<file path="config.mk">
export PLATFORM = sky130hd
export DESIGN_NAME = mac_operand_feeder
export DESIGN_NICKNAME = d
export VERILOG_FILES = /design/src/rtl/mac_operand_feeder_pkg.sv /design/src/rtl/mac_feeder_fifo.sv /design/src/rtl/mac_operand_feeder.sv
export SDC_FILE = /design/constraint.sdc
export NUM_CORES = 1
export LEC_CHECK = 0
export ABC_AREA = 1
export CORE_MARGIN = 2
export CORE_UTILIZATION = 61
export CTS_BUF_LIST = sky130_fd_sc_hd__clkbuf_16
export CTS_CLUSTER_DIAMETER = 50
export DETAILED_ROUTE_END_ITERATION = 12
export PLACE_DENSITY = 0.86
export SLEW_MARGIN = 20
export SYNTH_ARGS = -nofsm -noshare
export SYNTH_HDL_FRONTEND = slang
export SYNTH_HIERARCHICAL = 1
export SYNTH_SLANG_ARGS = --single-unit
</file>
<file path="constraint.sdc">
create_clock -name clk -period 5.3 [get_ports clk]
set_input_delay 1.06 -clock clk [delete_from_list [all_inputs] [get_ports clk]]
set_output_delay 1.06 -clock clk [all_outputs]
set_load 0.005 [all_outputs]
</file>
<file path="src/rtl/mac_operand_feeder_pkg.sv">
// Shared definitions for the MAC operand feeder: result width derivation,
// the fixed MAC latency contract and the frame-tracking state encoding.
package mac_operand_feeder_pkg;

    // Product issued in cycle t is visible on mac_result from cycle t+2.
    localparam int MAC_LATENCY = 2;

    typedef logic [1:0] frame_state_t;

    localparam frame_state_t ST_IDLE  = 2'd0;
    localparam frame_state_t ST_RUN   = 2'd1;
    localparam frame_state_t ST_DRAIN = 2'd2;

    function automatic int acc_width(input int width);
        return 2 * width + 1;
    endfunction

endpackage

</file>
<file path="src/rtl/mac_feeder_fifo.sv">
// Small synchronous operand FIFO with a fall-through head (rdata always shows
// the oldest entry). DEPTH must be a power of two and at least 2.
module mac_feeder_fifo
    import mac_operand_feeder_pkg::*;
#(
    parameter int W     = 17,
    parameter int DEPTH = 4
) (
    input  logic         clk,
    input  logic         rst_n,
    input  logic         push,
    input  logic         pop,
    input  logic [W-1:0] wdata,
    output logic [W-1:0] rdata,
    output logic         full,
    output logic         empty
);

    localparam int AW = $clog2(DEPTH);
    localparam int PW = AW + 1;

    logic [W-1:0]  mem [DEPTH];
    logic [PW-1:0] wr_ptr;
    logic [PW-1:0] rd_ptr;

    // Extra pointer bit distinguishes full from empty when the indices match.
    assign empty = (wr_ptr == rd_ptr);
    assign full  = (wr_ptr[AW] != rd_ptr[AW]) && (wr_ptr[AW-1:0] == rd_ptr[AW-1:0]);
    assign rdata = mem[rd_ptr[AW-1:0]];

    always_ff @(posedge clk or negedge rst_n) begin
        if (!rst_n) begin
            wr_ptr <= '0;
            rd_ptr <= '0;
        end else begin
            if (push && !full) begin
                wr_ptr <= wr_ptr + PW'(1);
            end
            if (pop && !empty) begin
                rd_ptr <= rd_ptr + PW'(1);
            end
        end
    end

    always_ff @(posedge clk) begin
        if (push && !full) begin
            mem[wr_ptr[AW-1:0]] <= wdata;
        end
    end

endmodule

</file>
<file path="src/rtl/mac_operand_feeder.sv">
// Feeds operand pairs to the free-running MAC and reports per-frame dot products
// by differencing accumulator snapshots. Define MAC_FEEDER_STATS_EN for stat ports.
module mac_operand_feeder
    import mac_operand_feeder_pkg::*;
#(
    parameter int WIDTH = 8,
    parameter int DEPTH = 4,
    parameter int CNT_W = 8,
    localparam int ACC_W = acc_width(WIDTH)
) (
    input  logic             clk,
    input  logic             rst_n,
    input  logic             in_valid,
    output logic             in_ready,
    input  logic [WIDTH-1:0] in_a,
    input  logic [WIDTH-1:0] in_b,
    input  logic             in_last,
    output logic [WIDTH-1:0] mac_a,
    output logic [WIDTH-1:0] mac_b,
    input  logic [ACC_W-1:0] mac_result,
    output logic             frame_valid,
    input  logic             frame_ready,
    output logic [ACC_W-1:0] frame_sum,
    output logic [CNT_W-1:0] frame_len
`ifdef MAC_FEEDER_STATS_EN
    ,
    output logic [15:0]      stat_frames,
    output logic [15:0]      stat_stall
`endif
);

    localparam int FW = 2 * WIDTH + 1;

    function automatic logic [CNT_W-1:0] sat_inc_cnt(input logic [CNT_W-1:0] v);
        return (&v) ? v : v + CNT_W'(1);
    endfunction

    logic             fifo_push;
    logic             fifo_pop;
    logic             fifo_full;
    logic             fifo_empty;
    logic [FW-1:0]    fifo_wdata;
    logic [FW-1:0]    fifo_rdata;

    logic             head_last;
    logic [WIDTH-1:0] head_a;
    logic [WIDTH-1:0] head_b;
    logic             last_block;
    logic             head_stall;

    frame_state_t     state;
    logic [CNT_W-1:0] beat_cnt;
    logic [CNT_W-1:0] drain_len;

    logic             vld_p0;
    logic             first_p0;
    logic             last_p0;
    logic [WIDTH-1:0] a_p0;
    logic [WIDTH-1:0] b_p0;
    logic             first_p1;
    logic             last_p1;
    logic             last_p2;
    logic [ACC_W-1:0] base_acc;

    assign fifo_wdata                  = {in_last, in_a, in_b};
    assign {head_last, head_a, head_b} = fifo_rdata;

    assign in_ready  = rst_n & ~fifo_full;
    assign fifo_push = in_valid & in_ready;

    // A new last beat must wait until the single result slot and its snapshot are free.
    assign last_block = frame_valid | (state == ST_DRAIN);
    assign head_stall = ~fifo_empty & head_last & last_block;
    assign fifo_pop   = ~fifo_empty & ~head_stall;

    mac_feeder_fifo #(
        .W     (FW),
        .DEPTH (DEPTH)
    ) u_fifo (
        .clk   (clk),
        .rst_n (rst_n),
        .push  (fifo_push),
        .pop   (fifo_pop),
        .wdata (fifo_wdata),
        .rdata (fifo_rdata),
        .full  (fifo_full),
        .empty (fifo_empty)
    );

    // ---- p0: issue cycle t, operands presented to the MAC ----
    always_ff @(posedge clk or negedge rst_n) begin
        if (!rst_n) begin
            vld_p0   <= 1'b0;
            first_p0 <= 1'b0;
            last_p0  <= 1'b0;
            a_p0     <= '0;
            b_p0     <= '0;
        end else begin
            vld_p0   <= fifo_pop;
            first_p0 <= fifo_pop & (beat_cnt == '0);
            last_p0  <= fifo_pop & head_last;
            a_p0     <= fifo_pop ? head_a : '0;
            b_p0     <= fifo_pop ? head_b : '0;
        end
    end

    assign mac_a = a_p0;
    assign mac_b = b_p0;

    always_ff @(posedge clk or negedge rst_n) begin
        if (!rst_n) begin
            beat_cnt <= '0;
        end else if (fifo_pop) begin
            beat_cnt <= head_last ? '0 : sat_inc_cnt(beat_cnt);
        end
    end

    always_ff @(posedge clk) begin
        if (fifo_pop && head_last) begin
            drain_len <= sat_inc_cnt(beat_cnt);
        end
    end

    always_ff @(posedge clk or negedge rst_n) begin
        if (!rst_n) begin
            state <= ST_IDLE;
        end else begin
            case (state)
                ST_IDLE: begin
                    if (fifo_pop) begin
                        state <= head_last ? ST_DRAIN : ST_RUN;
                    end
                end
                ST_RUN: begin
                    if (fifo_pop && head_last) begin
                        state <= ST_DRAIN;
                    end
                end
                ST_DRAIN: begin
                    if (last_p2) begin
                        state <= ST_IDLE;
                    end
                end
                default: state <= ST_IDLE;
            endcase
        end
    end

    // ---- p1: t+1, accumulator holds everything before the first beat ----
    always_ff @(posedge clk or negedge rst_n) begin
        if (!rst_n) begin
            first_p1 <= 1'b0;
            last_p1  <= 1'b0;
        end else begin
            first_p1 <= vld_p0 & first_p0;
            last_p1  <= vld_p0 & last_p0;
        end
    end

    always_ff @(posedge clk) begin
        if (first_p1) begin
            base_acc <= mac_result;
        end
    end

    // ---- p2: t+2, accumulator includes the last beat's product ----
    always_ff @(posedge clk or negedge rst_n) begin
        if (!rst_n) begin
            last_p2 <= 1'b0;
        end else begin
            last_p2 <= last_p1;
        end
    end

    // ---- p3: result register; modular difference absorbs accumulator wrap ----
    always_ff @(posedge clk or negedge rst_n) begin
        if (!rst_n) begin
            frame_valid <= 1'b0;
            frame_sum   <= '0;
            frame_len   <= '0;
        end else if (last_p2) begin
            frame_valid <= 1'b1;
            frame_sum   <= mac_result - base_acc;
            frame_len   <= drain_len;
        end else if (frame_valid && frame_ready) begin
            frame_valid <= 1'b0;
        end
    end

`ifdef MAC_FEEDER_STATS_EN
    function automatic logic [15:0] sat_inc16(input logic [15:0] v);
        return (&v) ? v : v + 16'd1;
    endfunction

    always_ff @(posedge clk or negedge rst_n) begin
        if (!rst_n) begin
            stat_frames <= '0;
            stat_stall  <= '0;
        end else begin
            if (frame_valid && frame_ready) begin
                stat_frames <= stat_frames + 16'd1;
            end
            if (head_stall) begin
                stat_stall <= sat_inc16(stat_stall);
            end
        end
    end
`endif

endmodule

</file>
After elaboration in Yosys (flattened, before gate mapping)
Memories as Yosys holds them, arrays and structs flattened.
Cells that the tools add are included.
{"block": "op_classes", "n_reduce_logical": 12, "bitwise_logic": 13, "muxes": 13, "addsub": 4, "n_eq_ne": 8}
{"cell": "$mux W8", "count": 4}
{"cell": "$sub A17 B17 Y17", "count": 1}
{"cell": "$and A1 B1 Y1", "count": 9}
{"cell": "$add A8 B1 Y8 const B", "count": 1}
{"cell": "$logic_not A8 Y1", "count": 1}
{"cell": "$mux W2", "count": 4}
{"cell": "$reduce_and A8 Y1", "count": 1}
{"cell": "$add A3 B1 Y3 const B", "count": 2}
{"cell": "$ne A2 B2 Y1 const B", "count": 3}
{"cell": "$pmux W2 S3", "count": 1}
{"cell": "$logic_and A1 B1 Y1", "count": 5}
{"cell": "$mux W1", "count": 4}
{"cell": "$eq A3 B3 Y1", "count": 1}
{"cell": "$not A1 Y1", "count": 3}
{"cell": "$reduce_and A3 Y1", "count": 1}
{"cell": "$eq A2 B1 Y1 const B", "count": 1}
{"cell": "$eq A2 B2 Y1", "count": 1}
{"cell": "$eq A2 B2 Y1 const B", "count": 1}
{"cell": "$logic_not A1 Y1", "count": 2}
{"cell": "$logic_not A2 Y1", "count": 1}
{"cell": "$reduce_bool A2 Y1", "count": 1}
{"cell": "$ne A1 B1 Y1", "count": 1}
{"cell": "$or A1 B1 Y1", "count": 1}
{"block": "word_totals", "mem_bits_rw": 68, "ff_bits": 89, "out_inout_bits": 43, "memories": 1, "inputBits": 38}
{"name": "u_fifo.mem", "depth": 4, "word_bits": 17, "read_ports": 1, "rd_ports_with_merged_regs": 0, "wr": 1, "line_no": "mac_feeder_fifo.sv:22", "rtl": "logic [W-1:0] mem [DEPTH];"}

Longest topological paths before layout
Gate-level depths: netlist of the first run.
{"block": "logic_depth", "depth_word": 9, "ltp_mapped": 13, "mapped_depth_nobuf": 13}

Hierarchy
The synthesis of the first run kept the hierarchy.
{"module": "mac_operand_feeder", "n_inst": 1, "area_per_inst_um2": 4176.5, "cells_each": 511}
{"module": "mac_feeder_fifo", "n_inst": 1, "area_per_inst_um2": 2975.4, "cells_each": 225}

Worst setup path before layout of the first run
No wires, ideal clock.
{"block": "synth_path", "path_type": "input to register", "startpoint": "input rst_n", "endpoint": "memory u_fifo.mem[0][0] (enable)", "path_slack_ns": 2.561, "arrival_ns": 2.348, "required_time_ns": 4.909, "path_buffers": 0, "cell_stages": 4, "path_cell_list": "inv_1 > nor3b_1 > nand2_2 > nor2_1"}
{"block": "synth_between", "elab_chain_cells": 5}
{"item": "from (decl)", "line_no": "mac_operand_feeder.sv:12", "rtl": "input logic rst_n,"}
{"item": "$and A1 B1 Y1", "line_no": "mac_operand_feeder.sv:68", "rtl": "assign in_ready = rst_n & ~fifo_full;"}
{"item": "$and A1 B1 Y1", "line_no": "mac_operand_feeder.sv:69", "rtl": "assign fifo_push = in_valid & in_ready;"}
{"item": "via fifo_push", "line_no": "mac_operand_feeder.sv:38", "rtl": "logic fifo_push;"}
{"item": "$logic_and A1 B1 Y1", "line_no": "mac_feeder_fifo.sv:46", "rtl": "if (push && !full) begin"}
{"item": "$mux W1", "line_no": "mac_feeder_fifo.sv:46"}
{"item": "$mux W1 (not written as such)", "line_no": "mac_feeder_fifo.sv:47", "rtl": "mem[wr_ptr[AW-1:0]] <= wdata;"}
{"item": "to (decl)", "line_no": "mac_feeder_fifo.sv:22"}
The timed path passes the listed nets, and every way through them passes these cells.

Worst setup path in the final report of the first run
{"block": "layout_path", "startpoint": "register u_fifo.rd_ptr[0]", "endpoint": "output in_ready"}
{"block": "layout_between", "elab_chain_cells": 4}
{"item": "from (decl)", "line_no": "mac_feeder_fifo.sv:24", "rtl": "logic [PW-1:0] rd_ptr;"}
{"item": "from (signal assigned)", "line_no": "mac_feeder_fifo.sv:40", "rtl": "rd_ptr <= rd_ptr + PW'(1);"}
{"item": "$eq A2 B2 Y1", "line_no": "mac_feeder_fifo.sv:28", "rtl": "assign full = (wr_ptr[AW] != rd_ptr[AW]) && (wr_ptr[AW-1:0] == rd_ptr[AW-1:0]);"}
{"item": "$logic_and A1 B1 Y1", "line_no": "mac_feeder_fifo.sv:28"}
{"item": "via fifo_full", "line_no": "mac_operand_feeder.sv:40", "rtl": "logic fifo_full;"}
{"item": "$not A1 Y1", "line_no": "mac_operand_feeder.sv:68"}
{"item": "$and A1 B1 Y1", "line_no": "mac_operand_feeder.sv:68"}
{"item": "to (decl)", "line_no": "mac_operand_feeder.sv:14", "rtl": "output logic in_ready,"}
The timed path passes the listed nets, and every way through them passes these cells.

==> impl_metrics.json, run 1 <==
{
  "hold_path_class": "flop to flop",
  "numPortBuffers": 80,
  "insertedDiodeCount": 0,
  "fmax_ghz": 0.282,
  "rsz0062_at_grt": "false",
  "cts_max_level": 4,
  "start_util": 0.626,
  "vias_per_cell": 5.28,
  "synthCells": 736,
  "grt.total_usage": 0.252,
  "cts_sinks": 157,
  "crit_type": "flop to output pin",
  "drive_gt1_frac": 0.0719,
  "end_kind": "output pin",
  "synth_adder_area_share": 0.0430,
  "post-route-period-util": 0.669,
  "dr.pass1.iters": 5,
  "yosys.area_share.simple": 0.198,
  "status": "completed",
  "dp_hpwl_mm": 10.2,
  "synth-compound-area-share": 0.0593,
  "syn_area_per_cell_um2": 9.72,
  "die_w_um": 112,
  "ys_ff_latch": 157,
  "crit_path_start_kind": "flop",
  "setup_viol_count_final": 0,
  "peakVddDrop_mv": 0.315,
  "worstPathRequired_ps": 4240,
  "die_h_um": 112,
  "num_rows": 39,
  "slew_headroom": 0.370,
  "coreArea_um2": 11400,
  "clkSlewWorstSetupHoldPaths_ps": 60,
  "hold_viol": 0,
  "synth-seq-area-share": 0.614,
  "post_cts_buffers": 0,
  "synthMuxAreaShare": 0,
  "yosys_warnings": 6,
  "tns_ps": 0,
  "skew_ps": 9.34,
  "cts_tree": "done",
  "cts_resized": 0,
  "cts-hold-fix-buffers": 0,
  "place.gp.congestion": 0.940,
  "tightest_slew_ps": 943,
  "wl_per_cell_um": 15.3,
  "maxCapViolations": 0,
  "finalMaxSlewViolations": 0,
  "mostFrequentLayoutCell": "nand2_1",
  "critical_path.max_fanout": 38,
  "clk_path_buf_depth": 2,
  "routed-via-count": 5168,
  "antenna_found_initial": 0,
  "crit_arrival_ps": 2480,
  "cellLeakagePower_nw": 4.00,
  "ioPinCount": 81,
  "insertion_delay_ps": 430,
  "fin_crit_ps": 3540,
  "syn_area_um2": 7150,
  "drt_iter0_markers": 377,
  "grt_pass1_vias": 5372,
  "cts_buffers": 17,
  "synth_fp_nets": 798,
  "finalPower_mw": 4.85,
  "die_area_um2": 12600,
  "cts_root_buffer": "clkbuf_16",
  "synth-xor-area-share": 0.0108,
  "synth.distinct_cells": 40,
  "routed_wirelength_mm": 14.9,
  "synth_top_family_by_area": "simple AND/OR/NAND/NOR gates",
  "layout_common_cells": "nand2_1 (205), inv_1 (110), edfxtp_1 (93), clkdlybuf4s50_1 (79), nor2_1 (70)",
  "gr-total-overflow": 0,
  "grt_max_degree": 47,
  "areaGrowthSynthToFinish_pct": 21.2,
  "drc": 0,
  "nNetsFinal": 884,
  "ant_nets": 0,
  "p_per_area_nw_per_um2": 559,
  "grt_pass1_wl_mm": 24.9
}
==> layout make-up <==
cell class,instances,area (um^2)
clock buffers,17,425
clock inverters,15,173
fillers,761,2750
inverters,117,442
multi-input cells,445,2220
flip-flops and latches,157,4400
well taps,143,179
repair buffers,84,826
==> report_power, final <==
| part | total, mW | switching [mW] | leakage [nW] | internal, mW |
|---|---|---|---|---|
| Clock | 1.21 | 0.477 | 0.280 | 0.737 |
| Sequential | 1.95 | 0.263 | 1.66 | 1.69 |
| Combinational | 1.68 | 0.982 | 2.07 | 0.703 |
==> final timing paths <==
check,slack [ps],to,from,cells past startpoint
worst max-delay path,1760,in_ready,u_fifo/rd_ptr[0],7
worst min-delay path,360,last_p2,last_p1,0
worst max register to register,2130,drain_len[6],u_fifo/rd_ptr[0],8
worst min register to register,360,last_p2,last_p1,0
max in group asynchronous,3660,u_fifo/rd_ptr[0],rst_n,2
min in group asynchronous,610,frame_len[0],rst_n,1
==> critical path, cell delays in order, from the launching register on <==
cell	delay (ps)
dfrtp_2	780
inv_4	280
nand2_2	150
nand2_4	70
nand3_4	100
inv_1	60
nor2_1	110
clkdlybuf4s50_1	510
==> registers in the layout, indices dropped and copies added (netlist names), 2 cells and up <==
name and cells:
base_acc 17, beat_cnt 8, drain_len 8, frame_len 8
frame_sum 17, mac_a 8, mac_b 8, state 2
u_fifo/mem 68, u_fifo/rd_ptr 3, u_fifo/wr_ptr 3
==> layer usage <==
| metal | global-route usage | vias to the layer above | part of all wire | wire length [um] |
|---|---|---|---|---|
| li1 | - | 2539 | - | - |
| met1 | 0.299 | 2421 | 0.40 | 6010 |
| met2 | 0.443 | 185 | 0.52 | 7790 |
| met3 | 0.0632 | 23 | 0.061 | 912 |
| met4 | 0.105 | 0 | 0.015 | 229 |
| met5 | 0 | - | 0 | 0 |
==> cells in the mapped netlist, drive strengths merged <==
cell,instances,area share
o22ai,17,0.015
nand3,33,0.026
and2,3,0.0026
nand4,2,0.0038
nand3b,2,0.0021
xnor2,2,0.0035
nor3b,1,0.0011
a21oi,12,0.0089
edfxtp,93,0.39
fa,1,0.0028
xor2,6,0.0073
nand2,211,0.11
ha,23,0.040
or2,3,0.0026
nor3,5,0.0035
o21ai,50,0.036
nor4,2,0.0038
nor2,72,0.039
inv,117,0.062
clkbuf,7,0.0042
buf,10,0.0086
dfrtp,64,0.22
==> stage by stage <==
| stage | instance area (um^2) | setup WS [ps] | utilization | cells | hold slack, ps |
|---|---|---|---|---|---|
| 2_1_floorplan | 7150 | 2560 | - | 736 | 331 |
| 3_3_place_gp | 8070 | 1870 | 0.706 | 946 | 337 |
| 3_5_place_dp | 8070 | 1720 | 0.706 | 946 | 344 |
| 4_1_cts | 8660 | 1290 | 0.759 | 978 | 364 |
| 5_1_grt | 8660 | 1600 | 0.759 | 978 | 375 |
| 6_report | 8660 | 1760 | 0.759 | 978 | 361 |
==> kinds of logic (layout without fill, tap and decap cells) <==
family                   Yosys count  in the layout
flip-flops                       157            157
buffers and inverters            134            233
AND/OR/NAND/NOR                  334            334
adder cells (fa/ha/maj)           24             24
XOR/XNOR                           8              8
AO/OA/AOI/OAI                     79             79
Note: power is estimated with default switching activity, not from simulation.
==> inputs of run 2 (changes only) <==
--- a/config.mk
+++ b/config.mk
@@ -7,11 +7,11 @@
 export LEC_CHECK = 0
 export ABC_AREA = 1
 export CORE_MARGIN = 2
-export CORE_UTILIZATION = 61
+export CORE_UTILIZATION = 51
 export CTS_BUF_LIST = sky130_fd_sc_hd__clkbuf_16
 export CTS_CLUSTER_DIAMETER = 50
 export DETAILED_ROUTE_END_ITERATION = 12
-export PLACE_DENSITY = 0.86
+export PLACE_DENSITY = 0.76
 export SLEW_MARGIN = 20
 export SYNTH_ARGS = -nofsm -noshare
 export SYNTH_HDL_FRONTEND = slang
==> constraint.sdc (replaced) <==
create_clock -name clk -period 3.1 [get_ports clk]
set_input_delay 0.62 -clock clk [delete_from_list [all_inputs] [get_ports clk]]
set_output_delay 0.62 -clock clk [all_outputs]
set_load 0.005 [all_outputs]
==> impl_metrics.json, run 2 (synthesized netlist as in run 1, its figures left out) <==
{
  "post-route-period-util": 0.854,
  "ant_nets": 0,
  "cts_root_buffer": "clkbuf_16",
  "gr-total-overflow": 0,
  "die_h_um": 122,
  "slew_headroom": 0.399,
  "min_path_cells": 0,
  "mostFrequentLayoutCell": "nand2_1",
  "dr.pass1.iters": 4,
  "cts_resized": 0,
  "grt_max_degree": 65,
  "critical_path.max_fanout": 21,
  "hold_path_class": "flop to flop",
  "fin_crit_ps": 2650,
  "path_cells": "buf_4 > nand2_1 > nand2_4 > nand3_4 > inv_1 > nor2_1 > clkdlybuf4s50_1",
  "r2r-end": "beat_cnt[6]",
  "die_w_um": 122,
  "tns_ps": 0,
  "nNetsFinal": 891,
  "maxCapViolations": 0,
  "grt.total_usage": 0.204,
  "die_area_um2": 15000,
  "crit_path_start_kind": "flop",
  "ioPinCount": 81,
  "clk_path_buf_depth": 2,
  "peakVddDrop_mv": 0.459,
  "num_rows": 43,
  "rrSetupSlack_ps": 630,
  "insertion_delay_ps": 420,
  "layout_common_cells": "nand2_1 (205), inv_1 (111), edfxtp_1 (93), clkdlybuf4s50_1 (79), nor2_1 (70)",
  "path_delay_family": "buffers and inverters",
  "rsz0062_at_grt": "false",
  "cts_max_level": 4,
  "fmax_ghz": 0.378,
  "cp_num_buf_inv": 3,
  "grt_pass1_wl_mm": 23.6,
  "routed_wirelength_mm": 14.4,
  "start_util": 0.519,
  "crit_arrival_ps": 2030,
  "worstPathRequired_ps": 2480,
  "cellLeakagePower_nw": 4.06,
  "design_area_um2": 8770,
  "drc": 0,
  "cts_buffers": 17,
  "numPortBuffers": 80,
  "drive_gt1_frac": 0.0796,
  "p_per_area_nw_per_um2": 955,
  "antenna_found_initial": 0,
  "end_kind": "output pin",
  "cp_slowest_stage_delay_ps": 500,
  "place.gp.congestion": 0.830,
  "crit_type": "flop to output pin",
  "slowest_stage": "clkdlybuf4s50_1",
  "rr_startpoint": "u_fifo/rd_ptr[1]",
  "dp_hpwl_mm": 9.81,
  "hold_start": "last_p1",
  "coreArea_um2": 13800,
  "hold_viol": 0,
  "status": "completed",
  "routed-via-count": 5091,
  "insertedDiodeCount": 0,
  "vias_per_cell": 4.98,
  "fin_hold_ws_ps": 362,
  "largest_register_ffs": 68,
  "post_cts_buffers": 0,
  "areaGrowthSynthToFinish_pct": 22.7,
  "setup_viol_count_final": 0,
  "grt_pass1_vias": 5142,
  "wl_per_cell_um": 14.1,
  "rr_worst_depth": 9,
  "cts_sinks": 157,
  "drt_iter0_markers": 358,
  "whs_endpoint": "last_p2",
  "tightest_slew_ps": 901,
  "cts-hold-fix-buffers": 0,
  "cts_tree": "done",
  "skew_ps": 7.71,
  "clkSlewWorstSetupHoldPaths_ps": 60,
  "dpl_cell_area_um2": 8160,
  "finalMaxSlewViolations": 0,
  "finalPower_mw": 8.38
}
## run 2: cell types whose count changed in the layout (fill, tap and decap cells not counted), sizes merged
cell,change
buf,+7
inv,+6
clkinv,-4
clkinvlp,-2
## run 2: report_power, final
part | internal (mW) | total (mW) | switching, mW | leakage (nW)
registers | 2.88 | 3.20 | 0.321 | 1.66
logic | 1.26 | 3.06 | 1.80 | 2.10
clock network | 1.28 | 2.12 | 0.846 | 0.297
## run 2: worst max-delay path by stage
stage	from	end	depth (start not counted)
global route	u_fifo/rd_ptr[0]	in_ready	7
CTS	u_fifo/rd_ptr[0]	in_ready	7
global placement	mac_result[0]	frame_sum[16]	14
detailed placement	mac_result[0]	frame_sum[16]	14
floorplan	u_fifo/rd_ptr[0]	u_fifo/mem[0][0]	8
finish	u_fifo/rd_ptr[0]	in_ready	7
## run 2: metrics by stage
stage	util	std cells	setup WS, ps
2_1_floorplan	-	736	625
3_3_place_gp	0.593	990	529
3_5_place_dp	0.593	990	480
4_1_cts	0.637	1022	410
5_1_grt	0.637	1022	334
6_report	0.637	1022	452
## run 2: worst register-to-register path: stages (launching register included)
cell and delay [ps]:
dfrtp_1 530, inv_2 310, o21ai_0 150, o22ai_1 300, nand2_1 90, nand2_1 320, buf_4 320, nor2_2 130
nand2_1 100, o21ai_0 90
## run 2: cell type report
class	count	area [um^2]
clock buffer	17	425
clock inverter	15	184
fill	1115	5000
inverter	117	442
multi-input combinational	445	2220
sequential	157	4390
tap	180	225
timing repair buffer	91	878
## run 2: per-layer routing
metal | GRT usage | vias to the layer above | part of all wire
met3 | 0.0441 | 16 | 0.046
li1 | - | 2551 | -
met4 | 0.0805 | 0 | 0.016
met5 | 0 | - | 0
met1 | 0.253 | 2417 | 0.44
met2 | 0.351 | 107 | 0.50
